[config.mk]
export PLATFORM = sky130hd
export DESIGN_NAME = sensor_readout
export DESIGN_NICKNAME = d
export VERILOG_FILES = /design/src/rtl/sensor_readout.sv
export SDC_FILE = /design/constraint.sdc
export NUM_CORES = 1
export LEC_CHECK = 0
export BUFFER_PORTS_ARGS = -buffer_cell sky130_fd_sc_hd__buf_2
export CELL_PAD_IN_SITES_DETAIL_PLACEMENT = 1
export CELL_PAD_IN_SITES_GLOBAL_PLACEMENT = 2
export CORE_MARGIN = 2
export CORE_UTILIZATION = 39
export CTS_CLUSTER_DIAMETER = 60
export CTS_CLUSTER_SIZE = 16
export DETAILED_ROUTE_END_ITERATION = 8
export HOLD_SLACK_MARGIN = 0.02
export PLACE_DENSITY_LB_ADDON = 0.12
export SYNTH_ARGS = -nofsm -noshare
export SYNTH_HDL_FRONTEND = slang
export SYNTH_SLANG_ARGS = --single-unit
[constraint.sdc]
create_clock -name clk -period 2.67 [get_ports clk]
set_clock_uncertainty 0.15 [all_clocks]
set_input_delay 0.1335 -clock clk [delete_from_list [all_inputs] [get_ports clk]]
set_output_delay 0.1335 -clock clk [all_outputs]
set_load 0.1 [all_outputs]
[src/rtl/sensor_readout.sv]
// Delay-sensor readout: counts high samples of delayed_clk over 2^WIN_LOG2 clk cycles.
// Latency: start -> meas_valid after SYNC_STAGES+N+1 edges; continuous results every N cycles.
// Backpressure: result held until meas_ready; a window ending while held is dropped and sets overrun.
// Optional: define SENSOR_READOUT_MINMAX_EN to add min_data/max_data tracking outputs.
module sensor_readout #(
    parameter int WIN_LOG2    = 8,
    parameter int SYNC_STAGES = 2,
    parameter int CNT_W       = WIN_LOG2 + 1
) (
    input  logic             clk,
    input  logic             rst_n,
    input  logic             delayed_clk,
    input  logic             start,
    input  logic             continuous,
    input  logic [CNT_W-1:0] alarm_thresh,
    output logic [CNT_W-1:0] meas_data,
    output logic             meas_valid,
    input  logic             meas_ready,
    output logic             busy,
    output logic             alarm,
    output logic             overrun
`ifdef SENSOR_READOUT_MINMAX_EN
    ,
    output logic [CNT_W-1:0] min_data,
    output logic [CNT_W-1:0] max_data
`endif
);

    typedef enum logic [1:0] {
        IDLE  = 2'd0,
        FLUSH = 2'd1,
        ACCUM = 2'd2
    } state_t;

    localparam logic [1:0] FLUSH_LAST = 2'(SYNC_STAGES - 1);

    state_t              state;
    logic [SYNC_STAGES:0] sync_q;
    logic                s;
    logic [1:0]          flush_cnt;
    logic [WIN_LOG2-1:0] win_cnt;
    logic [CNT_W-1:0]    acc;
    logic [CNT_W-1:0]    acc_next;
    logic                done;
    logic [CNT_W-1:0]    result;
    logic                start_ok;
    logic                load;

    assign s        = sync_q[SYNC_STAGES];
    assign acc_next = acc + {{(CNT_W-1){1'b0}}, s};
    assign start_ok = (state == IDLE) && start;
    // A finished window can be taken if the slot is empty or being emptied this cycle.
    assign load     = done && (!meas_valid || meas_ready);

    // Capture flop plus synchroniser chain; free-running so the chain is always warm.
    always_ff @(posedge clk) begin
        if (!rst_n) begin
            sync_q <= '0;
        end else begin
            sync_q <= {sync_q[SYNC_STAGES-1:0], delayed_clk};
        end
    end

    // Measurement FSM: flush stale synchroniser data, then accumulate N samples per window.
    always_ff @(posedge clk) begin
        if (!rst_n) begin
            state     <= IDLE;
            busy      <= 1'b0;
            flush_cnt <= '0;
            win_cnt   <= '0;
            acc       <= '0;
            done      <= 1'b0;
            result    <= '0;
        end else begin
            done <= 1'b0;
            case (state)
                IDLE: begin
                    flush_cnt <= '0;
                    win_cnt   <= '0;
                    acc       <= '0;
                    if (start) begin
                        state <= FLUSH;
                        busy  <= 1'b1;
                    end
                end
                FLUSH: begin
                    if (flush_cnt == FLUSH_LAST) begin
                        state   <= ACCUM;
                        win_cnt <= '0;
                        acc     <= '0;
                    end else begin
                        flush_cnt <= flush_cnt + 2'd1;
                    end
                end
                ACCUM: begin
                    win_cnt <= win_cnt + 1'b1;
                    acc     <= acc_next;
                    if (win_cnt == '1) begin
                        // Last cycle: the sum including this cycle's sample is the result.
                        done   <= 1'b1;
                        result <= acc_next;
                        acc    <= '0;
                        if (!continuous) begin
                            state <= IDLE;
                            busy  <= 1'b0;
                        end
                    end
                end
                default: begin
                    state <= IDLE;
                    busy  <= 1'b0;
                end
            endcase
        end
    end

    // Output register with valid/ready handshake, alarm compare and sticky overrun.
    always_ff @(posedge clk) begin
        if (!rst_n) begin
            meas_data  <= '0;
            meas_valid <= 1'b0;
            alarm      <= 1'b0;
            overrun    <= 1'b0;
        end else begin
            if (start_ok) begin
                overrun <= 1'b0;
            end
            if (meas_valid && meas_ready) begin
                meas_valid <= 1'b0;
            end
            if (load) begin
                meas_data  <= result;
                meas_valid <= 1'b1;
                alarm      <= (result < alarm_thresh);
            end else if (done) begin
                overrun <= 1'b1;
            end
        end
    end

`ifdef SENSOR_READOUT_MINMAX_EN
    logic [CNT_W-1:0] min_base;
    logic [CNT_W-1:0] max_base;

    assign min_base = start_ok ? '1 : min_data;
    assign max_base = start_ok ? '0 : max_data;

    // Running extremes of loaded results; restarted by each accepted start.
    always_ff @(posedge clk) begin
        if (!rst_n) begin
            min_data <= '1;
            max_data <= '0;
        end else if (load) begin
            min_data <= (result < min_base) ? result : min_base;
            max_data <= (result > max_base) ? result : max_base;
        end else begin
            min_data <= min_base;
            max_data <= max_base;
        end
    end
`endif

endmodule

# Word-level counts from Yosys, hierarchy flattened
# Index checks and enable logic that the tools add are counted.
dict set report word_totals {
  reg_bits 47
  in_bits 15
  output_inout_bits 13
}
dict set report classes {
  n_addsub 3
  bitwise_logic 1
  n_eq_ne 9
  mux 22
  n_reduce_logical 15
  n_lt_le_gt_ge 1
}
# operator n
set ops {}
lappend ops {{$pmux 9 s3} 1}
lappend ops {{$pmux 8 s3} 1}
lappend ops {{$mux 9} 2}
lappend ops {{$mux 2} 5}
lappend ops {{$ne 2x2->1 const B} 5}
lappend ops {{$add 9x1->9} 1}
lappend ops {{$lt 9x9->1} 1}
lappend ops {{$mux 1} 9}
lappend ops {{$add 8x1->8 const B} 1}
lappend ops {{$eq 8x8->1 const B} 1}
lappend ops {{$mux 8} 1}
lappend ops {{$reduce_and 2->1} 4}
lappend ops {{$reduce_and 4->1} 2}
lappend ops {{$pmux 2 s3} 1}
lappend ops {{$eq 2x1->1 const B} 2}
lappend ops {{$pmux 2 s2} 1}
lappend ops {{$reduce_bool 2->1} 2}
lappend ops {{$logic_and 1x1->1} 3}
lappend ops {{$pmux 1 s3} 1}
lappend ops {{$reduce_bool 3->1} 1}
lappend ops {{$add 2x1->2 const B} 1}
lappend ops {{$eq 2x2->1 const B} 1}
lappend ops {{$logic_not 2->1} 1}
lappend ops {{$logic_not 1->1} 1}
lappend ops {{2 further kinds} 2}

# Depth between registers and ports, before layout
# Gate-level depths: netlist of run 1.
dict set report depth {
  ltp_word 5
  ltp_mapped 7
  depth_no_buf 6
}

# Worst setup path before layout of run 1
# OpenSTA, ideal clock, no wires.
dict set report synth_timing {
  kind {reg-to-reg}
  startpoint {register meas_valid}
  endpoint {register meas_data[0]}
  n_path_buf 1
  slack_ns 0.590
  arrival_ns 1.810
  path_stages_with_launch 6
  synth_period_minus_slack_ns 2.080
  setup_ns 0.120
  cell_sequence {dfxtp_1 nor2b_1 nand2b_1 buf_2 mux2i_1 nor2b_1}
}
dict set report synth_between {
  elab_chain_cells 3
}
# item line_no
set synth_lines {}
lappend synth_lines {{start, declared} 17} ;# output logic meas_valid,
lappend synth_lines {{start signal, assigned} 121} ;# meas_valid <= 1'b0;
lappend synth_lines {{start signal, assigned} 129} ;# meas_valid <= 1'b0;
lappend synth_lines {{start signal, assigned} 133} ;# meas_valid <= 1'b1;
lappend synth_lines {{$logic_not 1->1} 53} ;# assign load = done && (!meas_valid || meas_ready);
lappend synth_lines {{$logic_or 1x1->1} 53}
lappend synth_lines {{$logic_and 1x1->1} 53}
lappend synth_lines {{end signal, assigned} 132} ;# meas_data <= result;
lappend synth_lines {{end, declared} 16} ;# output logic [CNT_W-1:0] meas_data,
# Every way passes these cells.
# A chain may end at the register's enable or synchronous reset.

# Worst setup path after layout of run 1
dict set report layout_timing {
  startpoint {register win_cnt[0]}
  endpoint {register result[0]}
}
dict set report layout_between {
  elab_chain_cells 2
}
# item line_no
set layout_lines {}
lappend layout_lines {{start, declared} 41} ;# logic [WIN_LOG2-1:0] win_cnt;
lappend layout_lines {{start signal, assigned} 96} ;# win_cnt <= win_cnt + 1'b1;
lappend layout_lines {{$eq 8x8->1} 98} ;# if (win_cnt == '1) begin
lappend layout_lines {{$reduce_and 2->1 (no source line)} n/a}
lappend layout_lines {{end signal, assigned} 101} ;# result <= acc_next;
lappend layout_lines {{end, declared} 45} ;# logic [CNT_W-1:0] result;
# Every way passes these cells.

==> results.py, run 1 <==
metrics = {
    "detailed_routing": {
        "wl_per_cell_um": 13.6,
        "totalWireLength_mm": 4.65,
        "via_per_inst": 5.15,
        "drt_pre_antenna_iters": 4,
        "postRouteAntennaNets": 0,
        "drc": 0,
        "first_iter_violations": 51,
        "vias": 1762,
    },
    "cells_and_area": {
        "nNetsFinal": 296,
        "antenna_cells": 0,
        "area_growth_pct": 13.7,
        "drive_gt1_share_pct": 16.7,
        "stdcell_area_um2": 2600,
    },
    "die": {
        "start_util_pct": 41.0,
        "die_area_um2": 6490,
        "die_w_um": 80.6,
        "ios": 28,
        "coreArea_um2": 5570,
        "die_height_um": 80.6,
        "fp-row-count": 27,
    },
    "sta": {
        "whs_ps": 121,
        "maxSlewViolCount": 0,
        "max_freq_ghz": 0.489,
        "rsz0062_at_grt": "false",
        "max_slew_margin_pct": 56.3,
        "period_needed_ps": 2040,
        "fin_ws_ps": 627,
        "worstMarginPinSlew_ps": 654,
        "tns_ps": 0,
        "final_hold_viol_count": 0,
        "setup_viol": 0,
        "period_share_pct": 76.5,
    },
    "synthesis": {
        "synth_top_family_by_area": "simple AND/OR/NAND/NOR gates",
        "syn_nets": 268,
        "synth_compound_area_share_pct": 17.1,
        "ys_seq_area_share_pct": 41.2,
        "netlist_area_um2": 2290,
        "synth_area_per_cell_um2": 9.49,
        "synth_seq_cells": 47,
        "yosys.area_share.simple_pct": 22.3,
        "muxShareOfSynthArea_pct": 5.69,
        "synth-xor-area-share_pct": 2.68,
        "yosys_warnings": 0,
        "ys_types": 50,
        "async_flop_share_pct": 0,
        "synth_top_flop_cell": "dfxtp_1",
        "synthCells": 241,
        "synth_enable_flop_cells": 0,
        "synth_adder_area_share_pct": 6.57,
    },
    "clocking": {
        "cts_made_buffers": 5,
        "cts_tree": "yes",
        "cts_max_level": 2,
        "cts_buffer_depth": 2,
        "cts.sinks": 47,
        "insertion_delay_ps": 300,
        "cts_root_buf": "clkbuf_8",
        "clk_transition_reported_paths_ps": 90,
        "post_cts_buffers": 0,
    },
    "critical_path": {
        "endpoint_kind": "flop",
        "crit_type": "reg -> reg",
        "cp-start-kind": "flop",
        "cp.arrival_ps": 2080,
        "cp.required_ps": 2710,
        "path_max_fanout": 17,
    },
    "power_and_ir_drop": {
        "p_leak_nw": 1.17,
        "power.density_nw_per_um2": 490,
        "finalPower_w": 0.00127,
        "irDropWorstVdd_uv": 217,
    },
    "global_routing": {
        "grt_pass1_vias": 1648,
        "grt_max_degree": 30,
        "grt_overflow": 0,
        "antenna_found_initial": 0,
        "grt_pass1_wl_mm": 7.85,
        "grtUsageTotal_pct": 15.6,
    },
    "placement": {
        "pre_cts_slack_ps": 633,
        "place_congestion": 0.733,
        "placed_cell_area_um2": 2470,
        "dp.final_hpwl_mm": 3.36,
        "portBuffers": 27,
    },
    "status": {
        "status": "finished clean",
    },
    "flow_run": {
        "cap_violations": 0,
    },
    "hold_path": {
        "hold_path_class": "in -> reg",
    },
}
[metal layers]
metal,part of all wire (%),vias up,global-route usage (%)
met1,55,821,22.2
met3,3.8,4,3.03
met5,0,-,0
li1,-,906,-
met2,40,31,22.9
met4,0.80,0,6.61
[placed cells by master, fill, tap and decap left out, types with 2 or more instances in the layout]
| cell | count |
|---|---|
| buf_2 | 27 |
| ha_1 | 12 |
| a21oi_1 | 10 |
| and2_1 | 6 |
| clkbuf_8 | 7 |
| o211a_1 | 3 |
| a211o_1 | 3 |
| nand2_1 | 11 |
| nand3_1 | 8 |
| a22oi_1 | 5 |
| nor2_1 | 11 |
| dlygate4sd3_1 | 3 |
| a21o_1 | 2 |
| nand3b_1 | 2 |
| mux2i_1 | 13 |
| xnor2_1 | 7 |
| dfxtp_1 | 47 |
| a31oi_1 | 2 |
| a21boi_0 | 3 |
| o2bb2ai_1 | 4 |
| nor3_1 | 7 |
| o21a_1 | 3 |
| nor3b_1 | 3 |
| or3_1 | 2 |
| nor2b_1 | 21 |
| buf_4 | 2 |
| o21ai_0 | 8 |
| nand2b_1 | 5 |
| inv_1 | 11 |
[final timing paths]
check,from,endpoint,slack [ps],cells after the start
hold reg to reg,sync_q[0],sync_q[1],290,1
hold / removal,continuous,state[1],120,4
setup / recovery,win_cnt[0],result[0],630,5
setup reg to reg,win_cnt[0],result[0],630,5
[cell usage after synthesis (all sizes together) (6+ instances only)]
library cell	count	area, um2
nor2	11	41.3
nand3	9	50.1
nand2	11	41.3
xnor2	7	61.3
nor3	8	51.3
a21oi	11	58.8
o21ai	9	48.8
buf	6	38.8
and2	7	45.1
mux2i	13	130
nor2b	21	131
inv	12	45.0
dfxtp	47	941
ha	12	150
[logic make-up after synthesis]
| logic type | Yosys count |
|---|---|
| AND/OR/NAND/NOR | 86 |
| AO/OA/AOI/OAI | 53 |
| flip-flops | 47 |
| buffers and inverters | 23 |
| multiplexers | 13 |
| adder cells (fa/ha/maj) | 12 |
| XOR/XNOR | 7 |
[worst max-delay path, cell delays in order (launching register included)]
cell     delay [ps]
dfxtp_1         420
ha_1            250
nand3_2         180
nor3_4          620
mux2i_1         250
nor2b_1          60
[final cells by class]
cell class              instances  area (um2)
multi-input cells             171        1240
repair buffers                 32         180
inverters                      12        45.0
well taps                      72        90.1
flip-flops and latches         47         941
fillers                       668        2980
clock buffers                   8         100
[what timing repair did]
action | in CTS | in global routing
hold endpoints to repair | 4 | 0
resized for setup | 0 | 0
hold buffers | 3 | 0
[metrics by stage]
| step | util, % | instances |
|---|---|---|
| 2_1_floorplan | - | 241 |
| 3_3_place_gp | 44.3 | 331 |
| 3_5_place_dp | 44.3 | 331 |
| 4_1_cts | 46.6 | 342 |
| 5_1_grt | 46.6 | 342 |
| 6_report | 46.6 | 342 |
[report_power, final]
group          internal [W]  switching, W  leakage [nW]
sequential         0.000707    0.00000803         0.380
clock              0.000237      0.000233        0.0515
combinational     0.0000373     0.0000518         0.741
total              0.000981      0.000293          1.17
[sequential cells by signal, indices dropped and copies added (netlist names)]
register / cells
acc: 9
meas_data: 9
result: 9
win_cnt: 8
sync_q: 3
flush_cnt: 2
state: 2
alarm: 1
busy: 1
done: 1
meas_valid: 1
overrun: 1
No activity file was read; power rests on OpenSTA's default activity.
==> run 2, diff against run 1 <==
--- a/config.mk
+++ b/config.mk
@@ -9,7 +9,7 @@
 export CELL_PAD_IN_SITES_DETAIL_PLACEMENT = 1
 export CELL_PAD_IN_SITES_GLOBAL_PLACEMENT = 2
 export CORE_MARGIN = 2
-export CORE_UTILIZATION = 39
+export CORE_UTILIZATION = 36
 export CTS_CLUSTER_DIAMETER = 60
 export CTS_CLUSTER_SIZE = 16
 export DETAILED_ROUTE_END_ITERATION = 8
==> constraint.sdc (replaced) <==
create_clock -name clk -period 2.14 [get_ports clk]
set_clock_uncertainty 0.15 [all_clocks]
set_input_delay 0.107 -clock clk [delete_from_list [all_inputs] [get_ports clk]]
set_output_delay 0.107 -clock clk [all_outputs]
set_load 0.1 [all_outputs]
==> run 2 against run 1 <==
Clock power rose by 12%. Flip-flop and latch count did not move. Routed wire length rose by 6.4%. Global-route usage fell by 0.38 points. Via count rose by 0.62%. Hold slack got worse by 56 ps. Register-to-register slack got worse by 340 ps. Clock-buffer cell count fell by 1. Combinational power rose by 35%. Setup slack got worse by 340 ps. Sequential power rose by 24%. Critical endpoint is now acc[2].
==> results.py, run 2 (synthesized netlist as in run 1, its figures left out) <==
metrics = {
    "status": {
        "status": "finished clean",
    },
    "cells_and_area": {
        "mostFrequentLayoutCells": "dfxtp_1 (47), buf_2 (27), nor2b_1 (21), mux2i_1 (13), ha_1 (12)",
        "antenna_cells": 0,
        "area_growth_pct": 14.4,
        "final_common_cell": "dfxtp_1",
        "drive_gt1_share_pct": 17.5,
        "nNetsFinal": 300,
        "top_regs": "acc (9), meas_data (9), result (9)",
    },
    "critical_path": {
        "path_max_fanout": 10,
        "cp-start-kind": "flop",
        "critPathTopFamily": "compound AO/OA/AOI/OAI gates",
        "crit_buf_inv": 0,
        "cp_cell_sequence": "ha_1 -> nand3_2 -> o211ai_4 -> nor4b_1 -> a211o_1",
        "r2r_cells": 5,
        "cpPeakStageDelay_ps": 410,
        "crit_type": "reg -> reg",
        "worstReg2RegStart": "win_cnt[0]",
        "cp.required_ps": 2190,
        "cp_slowest_cell": "dfxtp_1",
        "endpoint_kind": "flop",
        "crit_path_start": "win_cnt[0]",
        "cp.arrival_ps": 1900,
        "reg2reg_to": "acc[2]",
        "ff2ff_setup_slack_ps": 290,
    },
    "placement": {
        "dp.final_hpwl_mm": 3.64,
        "place_congestion": 0.701,
        "portBuffers": 27,
    },
    "clocking": {
        "cts_max_level": 2,
        "post_cts_resized": 0,
        "cts_buffer_depth": 2,
        "post_cts_buffers": 0,
        "cts_root_buf": "clkbuf_8",
        "insertion_delay_ps": 300,
        "cts_tree": "yes",
        "cts_made_buffers": 5,
        "clk_transition_reported_paths_ps": 90,
        "cts.sinks": 47,
    },
    "detailed_routing": {
        "wl_per_cell_um": 14.1,
        "drc": 0,
        "postRouteAntennaNets": 0,
        "drt_pre_antenna_iters": 3,
        "vias": 1773,
        "via_per_inst": 5.05,
        "first_iter_violations": 26,
        "totalWireLength_mm": 4.94,
    },
    "global_routing": {
        "grt_overflow": 0,
        "grt_max_degree": 26,
        "antenna_found_initial": 0,
        "grt_pass1_wl_mm": 8.74,
        "grtUsageTotal_pct": 15.3,
        "grt_pass1_vias": 1889,
    },
    "sta": {
        "rsz0062_at_grt": "false",
        "max_slew_margin_pct": 67.3,
        "whs_ps": 65.2,
        "maxSlewViolCount": 0,
        "final_hold_viol_count": 0,
        "period_needed_ps": 1850,
        "worstMarginPinSlew_ps": 494,
        "setup_viol": 0,
        "tns_ps": 0,
        "period_share_pct": 86.7,
        "max_freq_ghz": 0.539,
    },
    "die": {
        "fp-row-count": 29,
        "coreArea_um2": 6240,
        "die_height_um": 83.7,
        "die_w_um": 83.7,
        "ios": 28,
        "die_area_um2": 7000,
        "start_util_pct": 36.6,
    },
    "flow_run": {
        "cap_violations": 0,
    },
    "power_and_ir_drop": {
        "finalPower_w": 0.00154,
        "power.density_nw_per_um2": 588,
        "irDropWorstVdd_uv": 335,
        "p_leak_nw": 1.18,
    },
    "hold_path": {
        "holdCritStartpoint": "continuous",
        "hold_path_class": "in -> reg",
        "min_to": "state[1]",
        "hold_path_depth": 4,
    },
}
[run 2: worst min-delay path, stage by stage]
cell and delay [ps]:
buf_2 80, nor3_1 60, o22ai_1 120, and2_1 130
[run 2: repair_timing]
action | CTS | global route
hold buffers | 3 | 0
endpoints found under the hold margin | 4 | 0
endpoints found under the setup margin | 0 | 0
[run 2: per-stage QoR]
stage | setup WS (ps) | area [um2] | utilization, % | instances
after floorplan | 60.4 | 2290 | - | 241
after global placement | 340 | 2500 | 40.1 | 340
after detailed placement | 293 | 2500 | 40.1 | 340
after CTS | 272 | 2620 | 41.9 | 351
after global routing | 123 | 2620 | 41.9 | 351
final | 285 | 2620 | 41.9 | 351
[run 2: worst max path at each step]
stage | cells past startpoint | slack, ps | endpoint
4_1_cts | 5 | 270 | acc[2]
3_5_place_dp | 5 | 290 | acc[2]
6_report | 5 | 290 | acc[2]
3_3_place_gp | 5 | 340 | acc[2]
2_1_floorplan | 5 | 60 | meas_data[0]
5_1_grt | 5 | 120 | acc[2]
[run 2: layer usage]
layer | share of wire, % | wire length (um) | GRT usage, % | vias up
met5 | 0 | 0 | 0 | -
met4 | 1.4 | 70 | 5.57 | 0
met3 | 2.4 | 119 | 3.36 | 6
met2 | 50 | 2470 | 27.2 | 18
met1 | 46 | 2290 | 17.9 | 839
li1 | - | - | - | 910
[run 2: power by group]
part | leakage, nW | internal, W | total (W) | switching [W]
logic | 0.762 | 0.0000513 | 0.000120 | 0.0000691
registers | 0.380 | 0.000882 | 0.000890 | 0.00000744
clock network | 0.0422 | 0.000230 | 0.000528 | 0.000298
total | 1.18 | 0.00116 | 0.00154 | 0.000375
[run 2: final cells by class]
class | instances | area, um2
clock buffers | 7 | 76.3
multi-input cells | 171 | 1240
well taps | 77 | 96.3
flip-flops and latches | 47 | 941
repair buffers | 36 | 210
fillers | 724 | 3620
inverters | 12 | 45.0
clock inverters | 1 | 5.00
==> run 3, diff against run 2 <==
--- a/config.mk
+++ b/config.mk
@@ -5,16 +5,18 @@
 export SDC_FILE = /design/constraint.sdc
 export NUM_CORES = 1
 export LEC_CHECK = 0
+export ABC_AREA = 1
 export BUFFER_PORTS_ARGS = -buffer_cell sky130_fd_sc_hd__buf_2
 export CELL_PAD_IN_SITES_DETAIL_PLACEMENT = 1
 export CELL_PAD_IN_SITES_GLOBAL_PLACEMENT = 2
 export CORE_MARGIN = 2
-export CORE_UTILIZATION = 36
+export CORE_UTILIZATION = 32
 export CTS_CLUSTER_DIAMETER = 60
 export CTS_CLUSTER_SIZE = 16
 export DETAILED_ROUTE_END_ITERATION = 8
 export HOLD_SLACK_MARGIN = 0.02
 export PLACE_DENSITY_LB_ADDON = 0.12
+export SKIP_LAST_GASP = 1
 export SYNTH_ARGS = -nofsm -noshare
 export SYNTH_HDL_FRONTEND = slang
 export SYNTH_SLANG_ARGS = --single-unit
==> run 3 against run 2 <==
Synthesized cell count up 35%. Register-to-register slack better by 200 ps. Final cell count up 29%. Fmax up 11%. Sequential power up 7.5%. Critical path depth is 3 higher.
==> results.py, run 3 <==
metrics = {
    "die": {
        "die_height_um": 88.0,
        "die_w_um": 88.0,
        "die_area_um2": 7750,
        "start_util_pct": 33.2,
        "ios": 28,
        "coreArea_um2": 6790,
        "fp-row-count": 30,
    },
    "cells_and_area": {
        "antenna_cells": 0,
        "mostFrequentLayoutCells": "nand2_1 (94), dfxtp_1 (47), nor2_1 (43), inv_1 (35), a21oi_1 (29)",
        "seqCellArea_um2": 941,
        "area_growth_pct": 14.9,
        "top_regs": "acc (9), meas_data (9), result (9)",
        "nNetsFinal": 383,
        "fillers": 899,
        "drive_gt1_share_pct": 13.2,
        "final_common_cell": "nand2_1",
        "multi_input_area_um2": 1110,
    },
    "sta": {
        "period_needed_ps": 1660,
        "final_hold_viol_count": 0,
        "fin_ws_ps": 475,
        "max_slew_margin_pct": 67.0,
        "worstMarginPinSlew_ps": 499,
        "setup_viol": 0,
        "period_share_pct": 77.8,
        "max_freq_ghz": 0.601,
        "tns_ps": 0,
        "maxSlewViolCount": 0,
        "rsz0062_at_grt": "false",
    },
    "clocking": {
        "insertion_delay_ps": 290,
        "post_cts_resized": 0,
        "cts_root_buf": "clkbuf_8",
        "cts_tree": "yes",
        "cts.sinks": 47,
        "cts_made_buffers": 5,
        "cts_buffer_depth": 2,
        "cts_max_level": 2,
        "clk_transition_reported_paths_ps": 80,
    },
    "critical_path": {
        "crit_cells": 8,
        "cp.arrival_ps": 1690,
        "cp.required_ps": 2170,
        "endpoint_kind": "flop",
        "r2r_cells": 8,
        "critPathTopFamily": "buffers and inverters",
        "crit_type": "in -> reg",
        "cp_slowest_cell": "dlygate4sd3_1",
        "cp-start-kind": "input pin",
        "path_max_fanout": 12,
        "cp_cell_sequence": "dlygate4sd3_1 -> buf_2 -> inv_1 -> nand2_1 -> nand2_1 -> inv_1 -> o21ai_0 -> a21oi_1",
        "cpPeakStageDelay_ps": 540,
        "crit_buf_inv": 4,
    },
    "synthesis": {
        "netlist_area_um2": 2260,
        "synth_area_per_cell_um2": 6.95,
        "synthCells": 325,
        "synth_seq_cells": 47,
        "yosys_warnings": 0,
        "synthTopCellsByCount": "nand2_1 (94), dfxtp_1 (47), nor2_1 (43)",
        "async_flop_share_pct": 0,
        "ys_types": 27,
        "synth.top_cell.area_share_pct": 41.7,
        "synth_enable_flop_cells": 0,
        "ys_seq_area_share_pct": 41.7,
        "synth_top_flop_cell": "dfxtp_1",
        "synth_top_cell_by_area": "dfxtp_1",
        "syn_nets": 352,
        "synth_most_common_cell": "nand2_1",
        "synth_area_leaders": "dfxtp_1 (42%), nand2_1 (16%), nor2_1 (7.1%), ha_1 (6.6%), a21oi_1 (6.4%)",
    },
    "power_and_ir_drop": {
        "finalPower_w": 0.00195,
        "irDropWorstVdd_uv": 353,
        "p_leak_nw": 1.21,
        "power.density_nw_per_um2": 750,
    },
    "detailed_routing": {
        "via_per_inst": 4.47,
        "drt_pre_antenna_iters": 4,
        "vias": 2019,
        "postRouteAntennaNets": 0,
        "wl_per_cell_um": 12.1,
        "first_iter_violations": 56,
        "totalWireLength_mm": 5.45,
        "drc": 0,
    },
    "hold_path": {
        "hold_path_class": "in -> reg",
        "hold_path_depth": 5,
    },
    "placement": {
        "portBuffers": 27,
        "pre_cts_slack_ps": 493,
        "place_congestion": 0.723,
        "dp.final_hpwl_mm": 4.08,
    },
    "global_routing": {
        "grt_pass1_wl_mm": 9.43,
        "antenna_found_initial": 0,
        "grt_pass1_vias": 1980,
        "grtUsageTotal_pct": 15.6,
        "grt_max_degree": 29,
        "grt_overflow": 0,
    },
    "status": {
        "status": "finished clean",
    },
    "flow_run": {
        "cap_violations": 0,
    },
}
run 3: cell count changes in the layout (fill, tap and decap cells not counted), sizes merged, moves of 6 or more:
cell / previous run / this run
a21oi: 11 / 30
o21ai: 9 / 24
nand2: 11 / 95
mux2i: 13 / 0
nor2: 11 / 45
nor3: 8 / 1
nor2b: 21 / 0
and2: 7 / 0
xnor2: 7 / 1
inv: 12 / 40
run 3: final timing paths:
check	slack, ps	start	to
max	480	meas_ready	meas_data[0]
min	70	alarm_thresh[0]	alarm
max reg2reg	490	win_cnt[0]	acc[8]
min reg2reg	270	sync_q[1]	sync_q[2]
run 3: routing by layer:
layer,part of all wire (%),track usage [%]
met1,52,21.4
met2,45,25.3
met3,2.1,2.83
met4,0.75,3.72
met5,0,0
run 3: per-stage QoR:
step / area (um2) / hold slack, ps / util [%] / std cells
after detailed placement: 2480 / 147 / 36.5 / 442
after CTS: 2590 / 59.3 / 38.2 / 452
after global routing: 2590 / 82.8 / 38.2 / 452
after global placement: 2480 / 145 / 36.5 / 442
final: 2590 / 69.9 / 38.2 / 452
after floorplan: 2260 / 54.6 / - / 325
run 3: layout make-up:
class	instances	share of cell area (%)
multi-input cells	229	42.9
repair buffers	32	6.94
flip-flops and latches	47	36.3
clock inverters	1	0.193
inverters	41	5.93
clock buffers	6	3.18
well taps	96	4.63
run 3: timing repair:
item,in CTS,in global routing
endpoints found under the hold margin,3,0
hold buffers,3,0
buffers inserted,0,0
run 3: cell families (layout without fill, tap and decap cells):
kind of cell	after synthesis	count (layout)	synth area share, %
XOR/XNOR	1	1	0.388
flip-flops	47	47	41.7
AND/OR/NAND/NOR	159	159	29.1
AO/OA/AOI/OAI	57	57	13.1
adder cells (fa/ha/maj)	12	12	6.65
buffers and inverters	49	80	9.09
run 3: worst min-delay path, stage by stage:
cell and delay (ps):
buf_2 100, nand2_1 60, nand3_1 70, nand3_1 80
a21oi_1 50
run 3: power breakdown:
group	switching (W)	total (W)	leakage (nW)	internal [W]
Combinational	0.000334	0.000457	0.785	0.000123
Sequential	0.0000402	0.000957	0.380	0.000917
Clock	0.000279	0.000533	0.0470	0.000254
